<file path="src/rtl/usb_tx_pkg.sv">
// Shared types and constants for the USB transmit encoder.
package usb_tx_pkg;

  // Encoder FSM states
  typedef enum logic [2:0] {
    IDLE,
    DATA,
    STUFF,
    EOP_SE0_1,
    EOP_SE0_2,
    EOP_J
  } state_t;

  // Number of consecutive 1s after which a stuff bit is inserted
  localparam int STUFF_LIMIT = 6;

  // Line levels packed as {d_plus, d_minus}
  localparam logic [1:0] LINE_J   = 2'b10;
  localparam logic [1:0] LINE_K   = 2'b01;
  localparam logic [1:0] LINE_SE0 = 2'b00;

  // NRZI transition: J <-> K. Only called while the line is J or K.
  function automatic logic [1:0] line_toggle(input logic [1:0] line);
    return (line == LINE_J) ? LINE_K : LINE_J;
  endfunction

endpackage

</file>
<file path="src/rtl/usb_bit_stuffer.sv">
// Consecutive-ones counter; flags when the bit being consumed is the sixth 1.
module usb_bit_stuffer
  import usb_tx_pkg::*;
(
  input  logic clk,
  input  logic n_rst,
  input  logic clr,
  input  logic inc,
  output logic stuff_req
);

  logic [2:0] ones_cnt;

  // The consumed 1 completes a run of STUFF_LIMIT ones
  assign stuff_req = inc && (ones_cnt == 3'(STUFF_LIMIT - 1));

  // Count ones; saturate at the limit so the counter can never pass it
  always_ff @(posedge clk) begin
    if (!n_rst) begin
      ones_cnt <= 3'd0;
    end else if (clr) begin
      ones_cnt <= 3'd0;
    end else if (inc && (ones_cnt != 3'(STUFF_LIMIT))) begin
      ones_cnt <= ones_cnt + 3'd1;
    end
  end

endmodule

</file>
<file path="src/rtl/usb_tx_encoder.sv">
// USB full-speed style transmit encoder: NRZI, bit stuffing and EOP generation.
module usb_tx_encoder
  import usb_tx_pkg::*;
(
  input  logic clk,
  input  logic n_rst,
  input  logic shift_enable,
  input  logic tx_start,
  input  logic tx_bit,
  input  logic tx_last,
  output logic d_plus,
  output logic d_minus,
  output logic bit_take,
  output logic busy,
  output logic eop_done
);

  state_t     state;
  logic [1:0] line_reg;
  logic       last_pending;
  logic       stuff_req;
  logic       cnt_clr;
  logic       cnt_inc;

  assign d_plus  = line_reg[1];
  assign d_minus = line_reg[0];

  // Strobe-qualified pulses; forced low while reset is asserted
  assign bit_take = n_rst && shift_enable && (state == DATA);
  assign eop_done = n_rst && shift_enable && (state == EOP_J);
  assign busy     = n_rst && (state != IDLE);

  // Counter clears on packet start, on any transmitted 0 and on a stuff bit
  assign cnt_clr = shift_enable && (((state == IDLE) && tx_start) ||
                                    ((state == DATA) && !tx_bit) ||
                                    (state == STUFF));
  assign cnt_inc = bit_take && tx_bit;

  usb_bit_stuffer u_stuffer (
    .clk       (clk),
    .n_rst     (n_rst),
    .clr       (cnt_clr),
    .inc       (cnt_inc),
    .stuff_req (stuff_req)
  );

  // Encoder FSM: each state performs its line action on its own strobe
  always_ff @(posedge clk) begin
    if (!n_rst) begin
      state        <= IDLE;
      line_reg     <= LINE_J;
      last_pending <= 1'b0;
    end else if (shift_enable) begin
      case (state)
        IDLE: begin
          line_reg <= LINE_J;
          if (tx_start) state <= DATA;
        end
        DATA: begin
          if (!tx_bit) line_reg <= line_toggle(line_reg);
          if (stuff_req) begin
            // Stuff bit takes priority; defer end-of-packet until after it
            state        <= STUFF;
            last_pending <= tx_last;
          end else if (tx_last) begin
            state <= EOP_SE0_1;
          end
        end
        STUFF: begin
          line_reg     <= line_toggle(line_reg);
          last_pending <= 1'b0;
          state        <= last_pending ? EOP_SE0_1 : DATA;
        end
        EOP_SE0_1: begin
          line_reg <= LINE_SE0;
          state    <= EOP_SE0_2;
        end
        EOP_SE0_2: begin
          line_reg <= LINE_SE0;
          state    <= EOP_J;
        end
        EOP_J: begin
          line_reg <= LINE_J;
          state    <= IDLE;
        end
        default: begin
          line_reg <= LINE_J;
          state    <= IDLE;
        end
      endcase
    end
  end

endmodule
</file>
<file path="config.mk">
export PLATFORM = sky130hd
export DESIGN_NAME = usb_tx_encoder
export DESIGN_NICKNAME = d
export VERILOG_FILES = /design/src/rtl/usb_tx_pkg.sv /design/src/rtl/usb_bit_stuffer.sv /design/src/rtl/usb_tx_encoder.sv
export SDC_FILE = /design/constraint.sdc
export NUM_CORES = 1
export LEC_CHECK = 0
export CORE_AREA = 10 10 63 54
export DETAILED_ROUTE_END_ITERATION = 7
export DIE_AREA = 0 0 73 64
export PLACE_DENSITY_LB_ADDON = 0.3
export RECOVER_POWER = 50
export REMOVE_ABC_BUFFERS = 1
export SYNTH_ARGS = -nofsm -noshare
export SYNTH_HDL_FRONTEND = slang
export SYNTH_SLANG_ARGS = --single-unit
</file>
<file path="constraint.sdc">
create_clock -name clk -period 3.4 [get_ports clk]
set_input_delay 0.51 -clock clk [delete_from_list [all_inputs] [get_ports clk]]
set_output_delay 0.51 -clock clk [all_outputs]
set_load 0.005 [all_outputs]
</file>
==> impl_metrics.env <==
export IMPL_hold_violations=0
export IMPL_antenna_left=0
export IMPL_max_clock_freq_ghz=0.389
export IMPL_hold_buffers=0
export IMPL_path_cells="dlygate4sd3_1 > nand2_1 > nor2_1 > clkdlybuf4s50_1"
export IMPL_cts_path_max_buffers=2
export IMPL_synthCells=75
export IMPL_ys_ff_latch=9
export IMPL_finalNonFillerCells=109
export IMPL_place_inst=105
export IMPL_grt_pass1_vias=524
export IMPL_synthDistinctLibCells=33
export IMPL_yosys_warnings=0
export IMPL_top_layer_used="met4"
export IMPL_die_width_um=73
export IMPL_drc=0
export IMPL_critPathKind="input pin to output pin"
export IMPL_clkTransAtPathRegs_ps=70
export IMPL_dr_wl_met2_um=596
export IMPL_p_switching_uw=78.1
export IMPL_hold_class="flip-flop to flip-flop"
export IMPL_yosysTopAreaCell="dfxtp_1"
export IMPL_core_rowCount=15
export IMPL_finalCritPeriodShare_pct=75.5
export IMPL_synth_xor_area_share_pct=4.19
export IMPL_grt_max_degree=17
export IMPL_track_usage_pct=5.84
export IMPL_wirelength_mm=1.35
export IMPL_postCtsSetupBuffers=0
export IMPL_synth_ff_type="dfxtp_1"
export IMPL_drt_wirelength_per_cell_um=12.4
export IMPL_synth_compound_area_share_pct=24.6
export IMPL_fillers=237
export IMPL_ir_worst_vdd_mv=0.185
export IMPL_root_buffer="clkbuf_4"
export IMPL_p_int_uw=186
export IMPL_endpoint_kind="output pin"
export IMPL_p_seq_share_pct=46.6
export IMPL_r2r_slack_ps=1900
export IMPL_swShare_pct=29.5
export IMPL_critPathLaunchType="input pin"
export IMPL_gr_total_overflow=0
export IMPL_drtIter0Drc=26
export IMPL_clkPwrFrac_pct=32.8
export IMPL_diodes=0
export IMPL_yosys_area_top_type_share_pct=28.7
export IMPL_synth_fa_ha_area_share_pct=5.99
export IMPL_status="finished clean"
export IMPL_worstSkewPairLatency_ps=260
export IMPL_gp_congestion=0.722
export IMPL_holdWs_ps=475
export IMPL_cts_sinks=9
export IMPL_synth_area_per_cell_sq_um=8.36
export IMPL_coreArea_sq_um=2140
export IMPL_crit_path_max_fanout=9
export IMPL_die_h_um=64
export IMPL_vias=548
export IMPL_layout_common_cells="9 x nor2_1, 9 x dfxtp_1, 8 x nand2_1"
export IMPL_route_met3_wl_um=70
export IMPL_cts_resized=0
export IMPL_worst_pin_slew_ps=544
export IMPL_p_leak_nw=0.248
export IMPL_synth_area_sq_um=627
export IMPL_timing_final_ws_setup_ps=832
export IMPL_synthTopCellsByArea="dfxtp_1 29%, ha_1 6.0%, nor2_1 5.4%"
export IMPL_synth_top_family_by_area="simple AND/OR/NAND/NOR gates"
export IMPL_synthSimpleGateAreaFrac_pct=28.9
export IMPL_cts_tree="yes"
export IMPL_fin_setup_tns_ps=0
export IMPL_reg2regPathDepth=4
export IMPL_startpoint="shift_enable"
export IMPL_arrival_ps=2060
export IMPL_nets=94
export IMPL_max_stage_delay_ps=700
export IMPL_firstDrtPassIters=4
export IMPL_finalCriticalPeriod_ps=2570
export IMPL_areaGrowthSynthToFinish_pct=21.0
export IMPL_skew_ps=5.04
export IMPL_regToRegStartpoint="state[0]"
export IMPL_reg2reg_to="u_stuffer.ones_cnt[1]"
export IMPL_power_density_nw_per_um2=349
export IMPL_async_reset_ff_share_pct=0
export IMPL_rsz0062_at_grt="false"
export IMPL_viasPerCell=5.03
export IMPL_dp_hpwl_mm=1.03
export IMPL_synth_mux_area_share_pct=1.60
export IMPL_setup_violations=0
export IMPL_place_ws_ps=845
export IMPL_cts_made_buffers=3
export IMPL_antenna_found_initial=0
export IMPL_io_pins=11
export IMPL_port_buffers=10
export IMPL_required_ps=2890
export IMPL_slew_headroom_pct=63.7
export IMPL_finalMaxSlewViolations=0
export IMPL_h_tree_depth=1
export IMPL_synth_edff_count=0
export IMPL_drive_above_1_share_pct=8.33
export IMPL_slowest_stage="dlygate4sd3_1"
export IMPL_maxCapViolations=0
export IMPL_synth_sequential_area_ratio_pct=28.7
export IMPL_pwr_share_comb_pct=20.6
export IMPL_grt_first_pass_wirelength_mm=2.28
export IMPL_initial_core_util_pct=29.3
export IMPL_wl_met1_um=652
export IMPL_endpoint="bit_take"
export IMPL_dieArea_sq_um=4670
[critical path: cells and delay by family]
kind          cells  cell delay (ps)
buf+inv           2             1210
simple gates      2              330
[routing by layer]
metal  vias to the layer above  track usage [%]
li1                        283                -
met1                       257             7.51
met2                         6             8.26
met3                         2             1.70
met4                         0             3.55
met5                         -                0
[worst min-delay path by stage]
stage / startpoint / end / slack (ps) / cells after the start
floorplan: last_pending / last_pending / 450 / 2
global placement: last_pending / last_pending / 470 / 2
detailed placement: last_pending / last_pending / 460 / 2
CTS: last_pending / last_pending / 480 / 2
global route: last_pending / last_pending / 520 / 2
finish: last_pending / last_pending / 480 / 2
[power groups by stage]
stage / clock network [mW] / logic, mW / registers [mW]
after floorplan: 0 / 0.0345 / 0.123
after global placement: 0 / 0.0570 / 0.126
after detailed placement: 0 / 0.0569 / 0.126
after CTS: 0.0885 / 0.0573 / 0.123
after global routing: 0.0954 / 0.0606 / 0.125
final: 0.0868 / 0.0545 / 0.123
[cells in the mapped netlist (3+ instances only)]
library cell and n:
dfxtp_1 9, nor2_1 9, nand2_1 8, a21oi_1 3, buf_2 3, ha_1 3, inv_1 3, o21ai_0 3
xnor2_1 3
[per-stage QoR]
step	instance area [sq um]	util [%]	total power, mW
3_3_place_gp	732	34.2	0.183
3_5_place_dp	732	34.2	0.183
4_1_cts	758	35.4	0.269
2_1_floorplan	601	-	0.158
5_1_grt	758	35.4	0.281
6_report	758	35.4	0.264
[kinds of logic after synthesis]
kind of cell | count (synthesis)
flip-flops | 9
multiplexers | 1
adder cells (fa/ha/maj) | 3
XOR/XNOR | 3
AO/OA/AOI/OAI | 19
buffers and inverters | 8
AND/OR/NAND/NOR | 32
[layout make-up]
| cell class | instances | area (sq um) | share of cell area [%] |
|---|---|---|---|
| multi-input combinational | 58 | 409 | 54.0 |
| tap | 25 | 31.3 | 4.13 |
| inverter | 3 | 11.3 | 1.49 |
| clock buffer | 4 | 26.3 | 3.47 |
| sequential | 9 | 180 | 23.8 |
| timing repair buffer | 10 | 100 | 13.2 |
Power figures use the tool's default switching activity.
